File: src/rtl/sram_like_arbiter_pkg.sv
// Shared encodings and request-field bundle for the instruction/data to
// single-master SRAM-like arbiter.
package sram_like_arbiter_pkg;

  localparam int ADDR_W = 32;
  localparam int DATA_W = 32;
  localparam int SIZE_W = 2;

  typedef enum logic [1:0] {
    ST_IDLE = 2'd0,
    ST_ADDR = 2'd1,
    ST_DATA = 2'd2
  } state_t;

  typedef enum logic {
    OWN_INST = 1'b0,
    OWN_DATA = 1'b1
  } owner_t;

  typedef struct packed {
    logic              wr;
    logic [SIZE_W-1:0] size;
    logic [ADDR_W-1:0] addr;
    logic [DATA_W-1:0] wdata;
  } req_fields_t;

  function automatic owner_t other_side(input owner_t o);
    return (o == OWN_INST) ? OWN_DATA : OWN_INST;
  endfunction

endpackage

File: src/rtl/sram_like_arbiter_if.sv
// One SRAM-like channel: request fields from the master side, handshakes and
// read data back from the slave side.
interface sram_like_arbiter_if;
  import sram_like_arbiter_pkg::*;

  // req is held with stable fields until addr_ok is seen in the same cycle;
  // data_ok marks the single cycle in which rdata is valid for that request.
  logic              req;
  logic              wr;
  logic [SIZE_W-1:0] size;
  logic [ADDR_W-1:0] addr;
  logic [DATA_W-1:0] wdata;
  logic              addr_ok;
  logic              data_ok;
  logic [DATA_W-1:0] rdata;

  modport master (
    output req, wr, size, addr, wdata,
    input  addr_ok, data_ok, rdata
  );

  modport slave (
    input  req, wr, size, addr, wdata,
    output addr_ok, data_ok, rdata
  );

endinterface

File: src/rtl/sram_like_arbiter_arb2_rr.sv
// Two-way round-robin pick: a lone requester wins, a tie goes to the side
// that was not granted last.
module arb2_rr
  import sram_like_arbiter_pkg::*;
(
  input  logic   req0,
  input  logic   req1,
  input  owner_t last,
  output owner_t grant
);

  always_comb begin
    grant = last;
    if (req0 && req1) begin
      grant = other_side(last);
    end else if (req0) begin
      grant = OWN_INST;
    end else if (req1) begin
      grant = OWN_DATA;
    end
  end

endmodule

File: src/rtl/sram_like_arbiter.sv
// Arbitrates instruction and data SRAM-like requesters onto one master port,
// with at most one outstanding transaction and a mandatory IDLE between them.
module sram_like_arbiter
  import sram_like_arbiter_pkg::*;
(
  input  logic                clk,
  input  logic                rst,
  sram_like_arbiter_if.slave  inst,
  sram_like_arbiter_if.slave  data,
  sram_like_arbiter_if.master m,
  output state_t              o_dbg_state,
  output owner_t              o_dbg_owner
);

  state_t      r_state;
  state_t      w_next_state;
  owner_t      r_owner;
  owner_t      r_last_grant;
  owner_t      w_grant;
  req_fields_t r_fields;
  req_fields_t w_sel_fields;
  logic        w_start;
  logic        w_addr_hs;
  logic        w_data_hs;
  logic        w_inst_own;
  logic        w_data_own;

  arb2_rr u_arb2_rr (
    .req0  (inst.req),
    .req1  (data.req),
    .last  (r_last_grant),
    .grant (w_grant)
  );

  assign w_start = (r_state == ST_IDLE) && (inst.req || data.req);

  always_comb begin
    w_sel_fields.wr    = inst.wr;
    w_sel_fields.size  = inst.size;
    w_sel_fields.addr  = inst.addr;
    w_sel_fields.wdata = inst.wdata;
    if (w_grant == OWN_DATA) begin
      w_sel_fields.wr    = data.wr;
      w_sel_fields.size  = data.size;
      w_sel_fields.addr  = data.addr;
      w_sel_fields.wdata = data.wdata;
    end
  end

  always_ff @(posedge clk) begin
    if (rst) begin
      r_state      <= ST_IDLE;
      r_owner      <= OWN_INST;
      r_last_grant <= OWN_INST;
      r_fields     <= '0;
    end else begin
      r_state <= w_next_state;
      if (w_start) begin
        r_owner      <= w_grant;
        r_last_grant <= w_grant;
        r_fields     <= w_sel_fields;
      end
    end
  end

  // An address and data handshake in the same ADDR cycle skips DATA entirely.
  always_comb begin
    w_next_state = r_state;
    case (r_state)
      ST_IDLE: if (inst.req || data.req) w_next_state = ST_ADDR;
      ST_ADDR: if (m.addr_ok) w_next_state = m.data_ok ? ST_IDLE : ST_DATA;
      ST_DATA: if (m.data_ok) w_next_state = ST_IDLE;
      default: w_next_state = ST_IDLE;
    endcase
  end

  assign w_addr_hs  = (r_state == ST_ADDR) && m.addr_ok;
  assign w_data_hs  = ((r_state == ST_ADDR) && m.addr_ok && m.data_ok) ||
                      ((r_state == ST_DATA) && m.data_ok);
  assign w_inst_own = (r_owner == OWN_INST);
  assign w_data_own = (r_owner == OWN_DATA);

  assign m.req   = (r_state == ST_ADDR);
  assign m.wr    = r_fields.wr;
  assign m.size  = r_fields.size;
  assign m.addr  = r_fields.addr;
  assign m.wdata = r_fields.wdata;

  assign inst.addr_ok = w_addr_hs && w_inst_own;
  assign inst.data_ok = w_data_hs && w_inst_own;
  assign inst.rdata   = m.rdata;
  assign data.addr_ok = w_addr_hs && w_data_own;
  assign data.data_ok = w_data_hs && w_data_own;
  assign data.rdata   = m.rdata;

  assign o_dbg_state = r_state;
  assign o_dbg_owner = r_owner;

endmodule

File: src/flat_wrapper.sv
// flat-port wrapper written by rule: the top's interface ports become plain ports
module sram_like_arbiter_flat import sram_like_arbiter_pkg::*;
  (clk, rst, o_dbg_state, o_dbg_owner, inst_req, inst_wr, inst_size, inst_addr, inst_wdata, inst_addr_ok, inst_data_ok, inst_rdata, data_req, data_wr, data_size, data_addr, data_wdata, data_addr_ok, data_data_ok, data_rdata, m_req, m_wr, m_size, m_addr, m_wdata, m_addr_ok, m_data_ok, m_rdata);
  sram_like_arbiter_if inst_i ();
  sram_like_arbiter_if data_i ();
  sram_like_arbiter_if m_i ();
  input  logic clk;
  input  logic rst;
  output state_t o_dbg_state;
  output owner_t o_dbg_owner;
  input wire logic [$bits(inst_i.req)-1:0] inst_req;
  input wire logic [$bits(inst_i.wr)-1:0] inst_wr;
  input wire logic [$bits(inst_i.size)-1:0] inst_size;
  input wire logic [$bits(inst_i.addr)-1:0] inst_addr;
  input wire logic [$bits(inst_i.wdata)-1:0] inst_wdata;
  output wire logic [$bits(inst_i.addr_ok)-1:0] inst_addr_ok;
  output wire logic [$bits(inst_i.data_ok)-1:0] inst_data_ok;
  output wire logic [$bits(inst_i.rdata)-1:0] inst_rdata;
  input wire logic [$bits(data_i.req)-1:0] data_req;
  input wire logic [$bits(data_i.wr)-1:0] data_wr;
  input wire logic [$bits(data_i.size)-1:0] data_size;
  input wire logic [$bits(data_i.addr)-1:0] data_addr;
  input wire logic [$bits(data_i.wdata)-1:0] data_wdata;
  output wire logic [$bits(data_i.addr_ok)-1:0] data_addr_ok;
  output wire logic [$bits(data_i.data_ok)-1:0] data_data_ok;
  output wire logic [$bits(data_i.rdata)-1:0] data_rdata;
  output wire logic [$bits(m_i.req)-1:0] m_req;
  output wire logic [$bits(m_i.wr)-1:0] m_wr;
  output wire logic [$bits(m_i.size)-1:0] m_size;
  output wire logic [$bits(m_i.addr)-1:0] m_addr;
  output wire logic [$bits(m_i.wdata)-1:0] m_wdata;
  input wire logic [$bits(m_i.addr_ok)-1:0] m_addr_ok;
  input wire logic [$bits(m_i.data_ok)-1:0] m_data_ok;
  input wire logic [$bits(m_i.rdata)-1:0] m_rdata;
  assign inst_i.req = inst_req;
  assign inst_i.wr = inst_wr;
  assign inst_i.size = inst_size;
  assign inst_i.addr = inst_addr;
  assign inst_i.wdata = inst_wdata;
  assign inst_addr_ok = inst_i.addr_ok;
  assign inst_data_ok = inst_i.data_ok;
  assign inst_rdata = inst_i.rdata;
  assign data_i.req = data_req;
  assign data_i.wr = data_wr;
  assign data_i.size = data_size;
  assign data_i.addr = data_addr;
  assign data_i.wdata = data_wdata;
  assign data_addr_ok = data_i.addr_ok;
  assign data_data_ok = data_i.data_ok;
  assign data_rdata = data_i.rdata;
  assign m_req = m_i.req;
  assign m_wr = m_i.wr;
  assign m_size = m_i.size;
  assign m_addr = m_i.addr;
  assign m_wdata = m_i.wdata;
  assign m_i.addr_ok = m_addr_ok;
  assign m_i.data_ok = m_data_ok;
  assign m_i.rdata = m_rdata;
  sram_like_arbiter u_core (.clk(clk), .rst(rst), .inst(inst_i), .data(data_i), .m(m_i), .o_dbg_state(o_dbg_state), .o_dbg_owner(o_dbg_owner));
endmodule
File: config.mk
export PLATFORM = sky130hd
export DESIGN_NAME = sram_like_arbiter_flat
export DESIGN_NICKNAME = d
export VERILOG_FILES = /design/src/rtl/sram_like_arbiter_pkg.sv /design/src/rtl/sram_like_arbiter_if.sv /design/src/rtl/sram_like_arbiter_arb2_rr.sv /design/src/rtl/sram_like_arbiter.sv /design/src/flat_wrapper.sv
export SDC_FILE = /design/constraint.sdc
export NUM_CORES = 1
export LEC_CHECK = 0
export CAP_MARGIN = 20
export CORE_AREA = 2 2 122 124
export DETAILED_ROUTE_END_ITERATION = 10
export DIE_AREA = 0 0 124 126
export DONT_BUFFER_PORTS = 1
export GPL_TIMING_DRIVEN = 1
export PLACE_DENSITY = 0.46
export SLEW_MARGIN = 25
export SYNTH_ARGS = -nofsm -noshare
export SYNTH_HDL_FRONTEND = slang
export SYNTH_HIERARCHICAL = 1
export SYNTH_SLANG_ARGS = --single-unit
File: constraint.sdc
create_clock -name clk -period 3 [get_ports clk]
set_input_delay 0.6 -clock clk [delete_from_list [all_inputs] [get_ports clk]]
set_output_delay 0.6 -clock clk [all_outputs]
set_load 0.1 [all_outputs]
# Yosys cells after proc, flatten, opt, wreduce, memory -nomap -nowiden
# Index checks and enable logic that the tools add are counted.
dict set report op_classes {
  bitwise_logic 1
  muxes 10
  eq_ne 5
  reduce_logical 13
}
# operator count
set ops {}
lappend ops {{$mux 67} 1}
lappend ops {{$logic_and 1x1->1} 9}
lappend ops {{$mux 2} 4}
lappend ops {{$pmux 2 s3} 1}
lappend ops {{$mux 1} 4}
lappend ops {{$ne 2x2->1 const B} 2}
lappend ops {{$reduce_and 3->1} 1}
lappend ops {{$eq 2x1->1 const B} 1}
lappend ops {{$eq 2x2->1 const B} 1}
lappend ops {{$logic_not 2->1} 1}
lappend ops {{$logic_or 1x1->1} 2}
lappend ops {{$ne 2x1->1 const B} 1}
lappend ops {{$not 1->1} 1}
dict set report word_totals {
  wordCells 35
  input_bits 172
  ff_bits 70
  output_inout_bits 139
}

# Depth between registers and ports, before layout
# Gate-level depths: netlist (run 1).
dict set report depth {
  word_depth 5
  mapped_depth 7
}

# Modules after synthesis
# Netlist (run 1), hierarchy kept.
# mod area_per_inst_um2 cells_each n_inst
set modules_own_cells {}
lappend modules_own_cells {sram_like_arbiter 3838.7 393 1}
lappend modules_own_cells {arb2_rr 13.8 2 1}

# Least setup slack after synthesis (run 1)
# OpenSTA, ideal clock, no wires.
dict set report synth_path {
  kind {flip-flop to output port}
  from {register u_core.r_state[0], in the netlist u_core/o_dbg_state[0]}
  to {output port data_data_ok}
  path_stages_with_launch 4
  t_arrival_ns 5.084
  required_ns 2.400
  path_buffers 0
  path_slack_ns -2.684
  path_cell_list {dfxtp_1 nor2b_1 nand2_1 a211oi_1}
}
dict set report synth_via {
  elab_chain_len 5
  elab_cells_between_ends 7
  classes_between {eq/ne (2); reduce/logical (5)}
}
# element line
set synth_lines {}
lappend synth_lines {{from (decl)} sram_like_arbiter.sv:15} ;# state_t r_state;
lappend synth_lines {{from (signal assigned)} sram_like_arbiter.sv:57} ;# r_state <= w_next_state;
lappend synth_lines {{$eq 2x1->1} --}
lappend synth_lines {{named net m_req} flat_wrapper.sv:27} ;# output wire logic [$bits(m_i.req)-1:0] m_req;
lappend synth_lines {{$logic_and 1x1->1 (2 in a row)} sram_like_arbiter.sv:78} ;# assign w_data_hs = ((r_state == ST_ADDR) && m.addr_ok && m.data_ok) ||
lappend synth_lines {{$logic_or 1x1->1} sram_like_arbiter.sv:78}
lappend synth_lines {{$logic_and 1x1->1} sram_like_arbiter.sv:93} ;# assign data.data_ok = w_data_hs && w_data_own;
lappend synth_lines {{to (decl)} flat_wrapper.sv:25} ;# output wire logic [$bits(data_i.data_ok)-1:0] data_data_ok;
# The timed path passes the listed nets, and every way through them passes these cells.

# Final worst setup path (run 1)
dict set report layout_path {
  from {register u_core.r_state[1], in the netlist u_core/o_dbg_state[1]}
  to {output port inst_data_ok}
}
dict set report layout_via {
  elab_chain_len 5
  elab_cells_between_ends 7
  classes_between {eq/ne (2); reduce/logical (5)}
}
# element line
set layout_lines {}
lappend layout_lines {{$eq 2x1->1} sram_like_arbiter.sv:78}
lappend layout_lines {{$logic_and 1x1->1 (2 in a row)} sram_like_arbiter.sv:78}
lappend layout_lines {{$logic_or 1x1->1 (*)} sram_like_arbiter.sv:78}
lappend layout_lines {{$logic_and 1x1->1 (*)} sram_like_arbiter.sv:90} ;# assign inst.data_ok = w_data_hs && w_inst_own;
lappend layout_lines {{to (decl)} flat_wrapper.sv:17} ;# output wire logic [$bits(inst_i.data_ok)-1:0] inst_data_ok;
# Every way passes the cells marked *; elsewhere a longest branch is shown, timed or not.

==> results of run 1 <==
==> how the worst min path moves through the flow <==
stage,to,slack [ns],cells past startpoint,startpoint
after floorplan,u_core/o_dbg_state[1],0.67,1,m_data_ok
after global placement,u_core/o_dbg_state[1],0.67,1,m_data_ok
after detailed placement,u_core/o_dbg_state[1],0.68,1,m_data_ok
after CTS,u_core/o_dbg_state[1],0.31,1,m_data_ok
after global routing,u_core/m.wdata[1],0.32,1,rst
final,u_core/o_dbg_state[1],0.34,1,m_data_ok
==> report_power, final <==
part           internal [uW]  switching [uW]
sequential              1040             864
combinational            193             281
clock                    717             405
==> metal layers <==
layer | up-vias | part of all wire (%)
li1 | 1215 | -
met1 | 1195 | 36
met2 | 180 | 52
met3 | 11 | 10
met4 | 0 | 1.6
met5 | - | 0
==> cells by family after synthesis <==
family,Yosys count
mux,68
simple gates,11
compound gates,140
buf+inv,106
flops,70
==> registers in the layout, summed over array words and instances (netlist names) <==
name                 count
u_core/o_dbg_state       2
u_core/r_last_grant      1
u_core/m.wdata          32
u_core/m.wr              1
u_core/m.addr           32
u_core/m.size            2
==> area by class of cell <==
class,count,share of cell area (%)
clock buffer,12,6.86
clock inverter,4,1.35
inverter,3,0.289
multi-input combinational,219,46.8
sequential,70,36.0
tap,184,5.90
timing repair buffer,11,2.76
==> worst max-delay path, delay by kind of cell, from the launching register on <==
family                 cells  cell delay, ns
AOI/OAI and AO/OA          1            0.29
and+or+nand+nor            1            0.29
DFF                        1            0.73
buffers and inverters      1            0.32
==> cell usage in the layout, fill, tap and decap left out, drive strengths merged <==
master and instances:
a211oi 70, a21o 1, a21oi 69, and2 1, buf 11, bufinv 1, clkbuf 12, clkinvlp 3
dfxtp 70, inv 3, mux2i 68, nand2 2, nand2b 2, nand3 1, nor2 3, nor2b 1
or2 1
==> stage by stage <==
stage	instance area [um^2]	utilization [%]	setup WS, ns
detailed placement	3580	25.0	0.781
CTS	3900	27.3	0.406
finish	3900	27.3	0.442
global placement	3580	25.0	0.813
floorplan	3900	-	0.0627
global route	3900	27.3	0.374
==> qor.txt, run 1 <==
Initial Util -> 26.9%
Post-CTS Setup Inserts -> 0
CP startpoint -> u_core/o_dbg_state[1]
Simple-Gate Fraction of Synth Area -> 1.43%
Synth Net Count -> 567
Skew-Pair Late Insertion Delay -> 0.33 ns
Initial antenna violation count -> 0
Gate Count Post-Synth -> 395
Rows -> 44
Slew headroom -> 30.3%
Nets -> 486
Crit path to -> inst_data_ok
Pre-antenna DRT Iters -> 4
GRT met2 Usage -> 22.3%
Worst reg2reg startpoint -> u_core/o_dbg_state[1]
Final std cells w/o fill -> 503
Worst IR Drop VDD -> 0.256 mV
Post-synth top cells -> dfxtp_1 (70), a21oi_1 (69), mux2i_1 (68)
CTS resizes -> 0
Multiplexer share of the synthesized area -> 17.7%
Area of the multi-input gates -> 0.00183 mm^2
Tmin final -> 2.56 ns
Path depth of the worst reg2reg path -> 3
Main combinational cell family by area after synthesis -> compound AO/OA/AOI/OAI gates
Largest stage delay on the critical path -> 0.73 ns
HP Class -> in -> reg
Setup Skew -> 0.00413 ns
#FFs+latches synth -> 70
Post-synth EDFFs -> 0
Die Ht -> 126 um
Area growth, synth to finish -> 1.30%
Met3 GRT Util -> 4.48%
Area leader, netlist -> dfxtp_1
Pin count of the biggest net entering global routing -> 71
Busiest grt layer -> met2
Number of global-route vias before repair -> 2527
Slew @ Worst Pin -> 1.04 ns
Top post-synthesis cells by area -> dfxtp_1 (36%), mux2i_1 (18%), buf_4 (13%)
CTS Buf Count -> 9
CTS root buffer -> clkbuf_16
Io pins -> 311
Routability Congestion -> 0.719
Worst path slowest cell -> dfxtp_2
DRT antenna net count -> 0
YS warnings -> 6
H-tree depth -> 3
Leakage -> 0.00146 uW
Post-synth top area share -> 36.4%
Core area -> 0.0143 mm^2
Crit path arrival time -> 1.96 ns
Num Clock Sinks -> 70
Post-route DRC -> 0
Die extent in x -> 124 um
Critical path startpoint category -> flip-flop
Placed insts -> 487
Mapped Avg Cell Area -> 9.75 um^2
Met1 usage -> 13.9%
Most frequent cell after synthesis -> dfxtp_1
Post-synth top flop -> dfxtp_1
Dpl hpwl -> 7.43 mm
Port bufs -> 0
Final Max Tran Viols -> 0
Setup TNS -> 0 ns
Share of cells above drive strength 1 -> 21.3%
Clock tree buffer depth -> 2
Pwr/cell area -> 897 mW/mm^2
Syn Std Cell Area -> 0.00385 mm^2
Post-synthesis sequential area ratio -> 36.4%
CP required -> 2.40 ns
Unrepaired setup endpoints after global routing -> no
Compound-cell area share of the yosys netlist -> 26.7%
Achievable Freq -> 0.391 GHz
Status -> finished clean
Reg-to-Reg End -> u_core/m.wdata[4]
Reg2reg setup slack -> 1.09 ns
Fin. Hold Viols -> 0
CP max FO -> 4
Register area -> 0.00141 mm^2
Period utilization -> 85.3%
Synth async-reset ratio -> 0%
Fill cells -> 1525
Synth Area in Adders -> 0%
Synth cell types -> 19
Final hold slack -> 0.338 ns
Critical Path, Cell by Cell -> nand2b_1 -> a211oi_4 -> buf_4
Xor/xnor cell area share of the yosys netlist -> 0%
CTS tree -> yes
WL final -> 10.6 mm
Max Cap Viol -> 0
Tot Pwr -> 3500 uW
First-pass GRT wire length -> 15.0 mm
CTS Hold Bufs -> 0
Final setup fails -> 0
Total global routing track utilization -> 12.9%
Critical path capture point type -> primary output
Iteration-0 DRC Markers -> 90
Drt via density -> 5.17
Clk slew on worst S/H paths -> 0.06 ns
Detailed-route wire length per cell -> 21.0 um
Die area -> 0.0156 mm^2
Vias -> 2601
Ant diodes -> 0
Congestion Overflow GR -> 0
Worst setup path class -> reg -> out
Note: power is estimated with default switching activity, not from simulation.
==> inputs of run 2 (changes only) <==
- CORE_AREA: 2 2 122 124 -> unset
- CORE_ASPECT_RATIO: unset -> 2
- CORE_MARGIN: unset -> 2
- CORE_UTILIZATION: unset -> 29
- DIE_AREA: 0 0 124 126 -> unset
- PLACE_DENSITY: 0.46 -> 0.49
- SYNTH_HIERARCHICAL: 1 -> unset
==> run 2 against run 1 <==
Die area down 3.9%. First-iteration DRC count up 130%. Area after synthesis up 5.4%. Design area up 4.8%. Sequential power up 2%. Final cell count up 15%. Register-to-register slack better by 0.03 ns. Critical endpoint unchanged.
==> qor.txt, run 2 <==
Status -> finished clean
Initial antenna violation count -> 1 (+1)
#FFs+latches synth -> 70 (unchanged)
CP required -> 2.40 ns (about the same)
Post-synth top flop -> dfxtp_1
Final setup fails -> 0 (unchanged)
CTS tree -> yes
Area growth, synth to finish -> 0.709%
Post-synth EDFFs -> 0 (unchanged)
Post-place setup slack -> 0.786 ns (+0.00498 ns)
Vias -> 3503 (+35%)
Drt via density -> 6.05 (+17%)
WL final -> 14.3 mm (+35%)
Hold path start -> rst
CTS root buffer -> clkbuf_16
Path depth of the worst reg2reg path -> 4 (+1)
Worst Hold Path Cells -> 1 (unchanged)
Synth Net Count -> 657 (+16%)
Initial Util -> 29.4% (+2.5 points)
Final std cells w/o fill -> 579 (+15%)
Period utilization -> 84.9% (-0.33 points)
Critical path startpoint category -> flip-flop
Commonest non-fill, non-tap cell in the layout -> a21oi_1
Final Max Tran Viols -> 0 (unchanged)
Synth Area in Adders -> 0% (unchanged)
Post-synth top area share -> 34.5% (-1.9 points)
DRT antenna net count -> 0 (unchanged)
Xor/xnor cell area share of the yosys netlist -> 0% (unchanged)
Io pins -> 311 (unchanged)
CTS resizes -> 0 (unchanged)
Unrepaired setup endpoints after global routing -> no
Largest stage delay on the critical path -> 0.73 ns (about the same)
Fill cells -> 1458 (-4.4%)
Placed insts -> 564 (+16%)
Routability Congestion -> 0.697 (-3.2%)
Synth cell types -> 22 (+3)
Iteration-0 DRC Markers -> 209 (+130%)
Skew-Pair Late Insertion Delay -> 0.33 ns (about the same)
Crit path arrival time -> 1.95 ns (about the same)
Hold Path Sink -> u_core.m.wdata[31]
Cell family with the largest share of critical-path delay -> flip-flops
Worst path slowest cell -> dfxtp_2
CP max FO -> 4 (unchanged)
Top post-synthesis cells by area -> dfxtp_1 (35%), buf_4 (12%), a311oi_2 (11%)
Slew headroom -> 31.0% (+0.65 points)
YS warnings -> 0 (-6)
Post-synth top cells -> dfxtp_1 (70), a21oi_1 (69), nand3_1 (67), o21ai_0 (67), buf_4 (66)
Setup Skew -> 0.00872 ns (+0.00460 ns)
Post-layout util -> 29.6% (+2.3 points)
HP Class -> in -> reg
Worst reg2reg startpoint -> u_core.o_dbg_owner
Total global routing track utilization -> 17.8% (+5.0 points)
CTS Buf Count -> 9 (unchanged)
Critical path capture point type -> primary output
Worst setup path class -> reg -> out
Mapped Avg Cell Area -> 8.37 um^2 (-14%)
Critical Path, Cell by Cell -> nand2b_1 -> a211oi_4 -> buf_4
Post-synthesis sequential area ratio -> 34.5% (-1.9 points)
CTS Hold Bufs -> 0 (unchanged)
H-tree depth -> 3 (unchanged)
Reg-to-Reg End -> u_core.m.wdata[30]
Post-CTS Setup Inserts -> 0 (unchanged)
Main combinational cell family by area after synthesis -> compound AO/OA/AOI/OAI gates
Clk slew on worst S/H paths -> 0.06 ns (about the same)
Post-route DRC -> 0 (unchanged)
Most frequent cell after synthesis -> dfxtp_1
Leakage -> 0.00129 uW (-11%)
Ant diodes -> 0 (unchanged)
Num Clock Sinks -> 70 (unchanged)
Area leader, netlist -> dfxtp_1
Worst IR Drop VDD -> 0.294 mV (+15%)
Syn Std Cell Area -> 0.00406 mm^2 (+5.4%)
Die extent in x -> 87.7 um (-29%)
Pwr/cell area -> 870 mW/mm^2 (-3.0%)
Share of cells above drive strength 1 -> 19.0% (-2.3 points)
Congestion Overflow GR -> 0 (unchanged)
Dpl hpwl -> 9.65 mm (+30%)
Simple-Gate Fraction of Synth Area -> 10.1% (+8.7 points)
Gate Count Post-Synth -> 485 (+23%)
Core area -> 0.0138 mm^2 (-3.5%)
Pre-antenna DRT Iters -> 7 (+3)
Final worst setup slack -> 0.452 ns (+0.00982 ns)
Most frequent cells in the layout -> a21oi_1 (69), dfxtp_1 (68), nand3_1 (67), o21ai_0 (67), a311oi_1 (37)
Synth async-reset ratio -> 0% (unchanged)
Die Ht -> 171 um (+36%)
Pin count of the biggest net entering global routing -> 71 (unchanged)
Fin. Hold Viols -> 0 (unchanged)
Port bufs -> 0 (unchanged)
Max Cap Viol -> 0 (unchanged)
Achievable Freq -> 0.392 GHz (+0.39%)
Nets -> 558 (+15%)
Die area -> 0.0150 mm^2 (-3.9%)
First-pass GRT wire length -> 20.4 mm (+35%)
Reg2reg setup slack -> 1.12 ns (+0.03 ns)
Rows -> 61 (+39%)
Setup TNS -> 0 ns (unchanged)
Number of global-route vias before repair -> 3446 (+36%)
Compound-cell area share of the yosys netlist -> 36.6% (+9.9 points)
Clock tree buffer depth -> 2 (unchanged)
Multiplexer share of the synthesized area -> 0% (-18 points)
Slew @ Worst Pin -> 1.03 ns (-0.00973 ns)
Number of buffers and inverters on the critical path -> 1 (unchanged)
Detailed-route wire length per cell -> 24.7 um (+18%)
Tmin final -> 2.55 ns (-0.00982 ns)
==> run 2: worst reg2reg max path, stage by stage, from the launching register on <==
cell	delay (ns)
dfxtp_1	0.43
or2_2	0.65
buf_12	0.29
nand3_1	0.12
a311oi_1	0.28
==> run 2: layout make-up <==
type	instances	area (um^2)	area share (%)
Sequential cell	70	1410	34.4
Tap cell	189	236	5.78
Inverter	2	7.51	0.184
Multi-Input combinational cell	289	1960	47.9
Clock inverter	6	62.6	1.53
Timing Repair Buffer	14	193	4.71
Clock buffer	9	225	5.51
==> run 2: kinds of logic (layout without fill, tap and decap cells) <==
logic type	count (synthesis)	in the layout
buf+inv	126	31
compound gates	207	207
flops	70	70
simple gates	82	82
==> run 2: power by group <==
part	total (uW)	internal [uW]	leakage [uW]	switching (uW)
combinational	556	200	0.000570	356
clock	1060	638	0.000142	426
sequential	1940	1040	0.000583	893
total	3560	1880	0.00129	1670
==> run 2: worst max-delay path by stage <==
| stage | slack [ns] | from | cells after the start | end |
|---|---|---|---|---|
| floorplan | 0.06 | u_core.o_dbg_state[0] | 3 | data_data_ok |
| global placement | 0.79 | u_core.o_dbg_state[1] | 3 | inst_data_ok |
| detailed placement | 0.79 | u_core.o_dbg_state[1] | 3 | inst_data_ok |
| CTS | 0.43 | u_core.o_dbg_state[1] | 3 | inst_data_ok |
| global route | 0.38 | u_core.o_dbg_state[1] | 3 | inst_data_ok |
| finish | 0.45 | u_core.o_dbg_state[1] | 3 | inst_data_ok |
==> run 2: per-stage QoR <==
step,power (uW),cell area [um^2],hold slack [ns]
4_1_cts,3600,4090,0.328
3_5_place_dp,2520,3800,0.680
5_1_grt,3700,4090,0.323
2_1_floorplan,2790,4110,0.671
3_3_place_gp,2500,3800,0.678
6_report,3560,4090,0.346
==> run 2: per-layer routing <==
layer  wire, um  GRT usage [%]
met5          7              0
met4        698           10.3
met3       1070           3.84
met2       8060           32.5
met1       4490           18.1
==> inputs of run 3 (changes only) <==
- ABC_AREA: unset -> 1
- PLACE_DENSITY: 0.49 -> 0.5
- clock period: 3 -> 2.2 ns (I/O delays scaled with it)
==> run 3 against run 2 <==
Die area up 7.0%. Combinational power rose to 4.1 times the previous value. Count of clock-buffer cells in the layout increased by 3. Hold slack worse by 0.17 ns. Via count grew 19%. Largest power group is now combinational logic.
==> qor.txt, run 3 <==
Status -> finished clean
Synth async-reset ratio -> 0% (unchanged)
Simple-Gate Fraction of Synth Area -> 30.9% (+21 points)
Pwr/cell area -> 1060 mW/mm^2 (+22%)
Critical Path, Cell by Cell -> buf_4 -> nand2_1 -> nand2_1 -> nand2_1 -> nor2_4 -> buf_12
Worst setup path class -> reg -> out
Die area -> 0.0161 mm^2 (+7.0%)
Synth Net Count -> 856 (+30%)
Largest stage delay on the critical path -> 0.34 ns (-0.39 ns)
Crit path arrival time -> 1.62 ns (-0.33 ns)
Area leader, netlist -> dfxtp_1
Gate Count Post-Synth -> 684 (+41%)
Die Ht -> 177 um (+3.5%)
Post-synth top area share -> 32.2% (-2.3 points)
Post-layout util -> 33.8% (+4.2 points)
Net Switching -> 2410 uW (+44%)
WL final -> 14.3 mm (+0.18%)
Die extent in x -> 90.7 um (+3.4%)
Clk slew on worst S/H paths -> 0.05 ns (about the same)
Post-place setup slack -> 0.409 ns (-0.377 ns)
Top post-synthesis cells by area -> dfxtp_1 (32%), nand3_1 (23%), inv_1 (12%)
Compound-cell area share of the yosys netlist -> 8.27% (-28 points)
Commonest non-fill, non-tap cell in the layout -> nand3_1
Congestion Overflow GR -> 0 (unchanged)
HP Class -> in -> reg
Xor/xnor cell area share of the yosys netlist -> 0% (unchanged)
Tot Pwr -> 5270 uW (+48%)
Path depth of the worst reg2reg path -> 7 (+3)
Post-CTS Setup Inserts -> 0 (unchanged)
Dpl hpwl -> 10.4 mm (+7.8%)
Period utilization -> 93.6%
Share of cells above drive strength 1 -> 17.8% (-1.2 points)
Synth Area in Adders -> 0% (unchanged)
Hold path start -> m_data_ok
Synth cell types -> 16 (-27%)
Nets -> 841 (+51%)
Port bufs -> 0 (unchanged)
Logic pwr share -> 43.4% (+28 points)
P_int -> 2860 uW (+52%)
Routability Congestion -> 0.790 (+13%)
Pre-antenna DRT Iters -> 4 (-3)
Setup Skew -> 0.00862 ns (-0.000107 ns)
CTS Buf Count -> 9 (unchanged)
CTS root buffer -> clkbuf_16
CTS resizes -> 0 (unchanged)
Skew-Pair Late Insertion Delay -> 0.33 ns (about the same)
Clock power share -> 28.7% (-1.2 points)
CP required -> 1.76 ns (-0.64 ns)
Achievable Freq -> 0.486 GHz
CP max FO -> 3 (-1)
Fin. Hold Viols -> 0 (unchanged)
CTS Hold Bufs -> 0 (unchanged)
Slew headroom -> 60.9% (+30 points)
Total global routing track utilization -> 17.1% (-0.71 points)
Initial antenna violation count -> 1 (unchanged)
Post-synthesis sequential area ratio -> 32.2% (-2.3 points)
Rows -> 63 (+3.3%)
Syn Std Cell Area -> 0.00436 mm^2 (+7.3%)
Hold Path Sink -> u_core.o_dbg_state[1]
Number of global-route vias before repair -> 3973 (+15%)
Final setup fails -> 0 (unchanged)
Clock tree buffer depth -> 2 (unchanged)
Ant diodes -> 0 (unchanged)
Area growth, synth to finish -> 14.4%
Initial Util -> 29.6% (+0.17 points)
Iteration-0 DRC Markers -> 213 (+1.9%)
Final Max Tran Viols -> 0 (unchanged)
Worst reg2reg startpoint -> u_core.o_dbg_owner
Io pins -> 311 (unchanged)
Reg-to-Reg End -> u_core.m.addr[27]
Post-synth EDFFs -> 0 (unchanged)
Worst Hold Path Cells -> 1 (unchanged)
Seq pwr share -> 27.9% (-27 points)
Sw Ratio -> 45.7% (-1.4 points)
H-tree depth -> 3 (unchanged)
DRT antenna net count -> 0 (unchanged)
Final worst setup slack -> 0.142 ns (-0.310 ns)
Core area -> 0.0147 mm^2 (+6.7%)
First-pass GRT wire length -> 21.2 mm (+3.9%)
Detailed-route wire length per cell -> 16.5 um (-33%)
Post-synth top cells -> nand3_1 (202), inv_1 (137), nand2_1 (76)
Most frequent cell after synthesis -> nand3_1
Multiplexer share of the synthesized area -> 0% (unchanged)
Main combinational cell family by area after synthesis -> simple AND/OR/NAND/NOR gates
CTS tree -> yes
Pin count of the biggest net entering global routing -> 71 (unchanged)
Leakage -> 0.00266 uW (+110%)
Unrepaired setup endpoints after global routing -> no
Worst IR Drop VDD -> 0.366 mV (+25%)
Critical path startpoint category -> flip-flop
Post-route DRC -> 0 (unchanged)
Reg2reg setup slack -> 0.43 ns (-0.69 ns)
Most frequent cells in the layout -> nand3_1 (202), inv_1 (137), buf_4 (81)
Mapped Avg Cell Area -> 6.37 um^2 (-24%)
Worst path slowest cell -> dfxtp_2
Tmin final -> 2.06 ns
Post-synth top flop -> dfxtp_1
Max Cap Viol -> 0 (unchanged)
Setup TNS -> 0 ns (unchanged)
Drt via density -> 4.79 (-21%)
Slew @ Worst Pin -> 0.585 ns (-0.449 ns)
#FFs+latches synth -> 70 (unchanged)
Critical path capture point type -> primary output
CP startpoint -> u_core.o_dbg_state[1]
Vias -> 4166 (+19%)
Num Clock Sinks -> 70 (unchanged)
YS warnings -> 0 (unchanged)
Crit path top cell by count -> nand2_1
==> run 3: changes by cell type after synthesis, sizes merged, moves of 5 or more <==
| cell | delta |
|---|---|
| nand2 | +75 |
| nor2 | +5 |
| inv | +138 |
| buf | +17 |
| o21ai | -67 |
| clkbuf | -27 |
| a311oi | -67 |
| nand3 | +135 |
==> run 3: area by class of cell <==
class,count,area [um^2]
Clock inverter,4,53.8
Tap cell,195,244
Inverter,140,526
Sequential cell,70,1410
Clock buffer,12,256
Timing Repair Buffer,88,748
Multi-Input combinational cell,360,1750
Fill cell,1656,9760
==> run 3: routing by layer <==
layer  share of wire (%)  GRT usage (%)  vias to the layer above
met1                  32           15.4                     1868
met5               0.077              0                        -
met3                 7.2           4.63                       78
li1                    -              -                     2054
met4                 6.6           12.5                        2
met2                  54           32.3                      164
==> run 3: kinds of logic after synthesis <==
group,after synthesis
simple gates,289
buf+inv,254
compound gates,71
flops,70
==> run 3: power groups by stage <==
stage | clock network, uW | registers [uW] | logic [uW]
6_report | 1510 | 1470 | 2290
5_1_grt | 1630 | 1490 | 2420
4_1_cts | 1580 | 1470 | 2310
3_5_place_dp | 0 | 1500 | 2300
3_3_place_gp | 0 | 1500 | 2270
2_1_floorplan | 0 | 2670 | 1240
==> run 3: worst max path at each step <==
stage / cells past startpoint / end
after floorplan: 4 / data_data_ok
after global routing: 6 / inst_data_ok
final: 6 / inst_data_ok
after global placement: 7 / u_core.m.addr[27]
after detailed placement: 7 / u_core.m.addr[27]
after CTS: 6 / inst_data_ok
==> run 3: critical path, delay by kind of cell (launching register included) <==
family                 cells  cell delay, ns
buffers and inverters      2            0.48
DFF                        1            0.34
and+or+nand+nor            4            0.47
==> run 3: metrics by stage <==
| stage | cells | area [um^2] | hold slack, ns |
|---|---|---|---|
| 6_report | 869 | 4980 | 0.179 |
| 5_1_grt | 869 | 4980 | 0.164 |
| 4_1_cts | 869 | 4980 | 0.162 |
| 3_5_place_dp | 853 | 4670 | 0.514 |
| 3_3_place_gp | 853 | 4670 | 0.513 |
| 2_1_floorplan | 684 | 4390 | 0.511 |
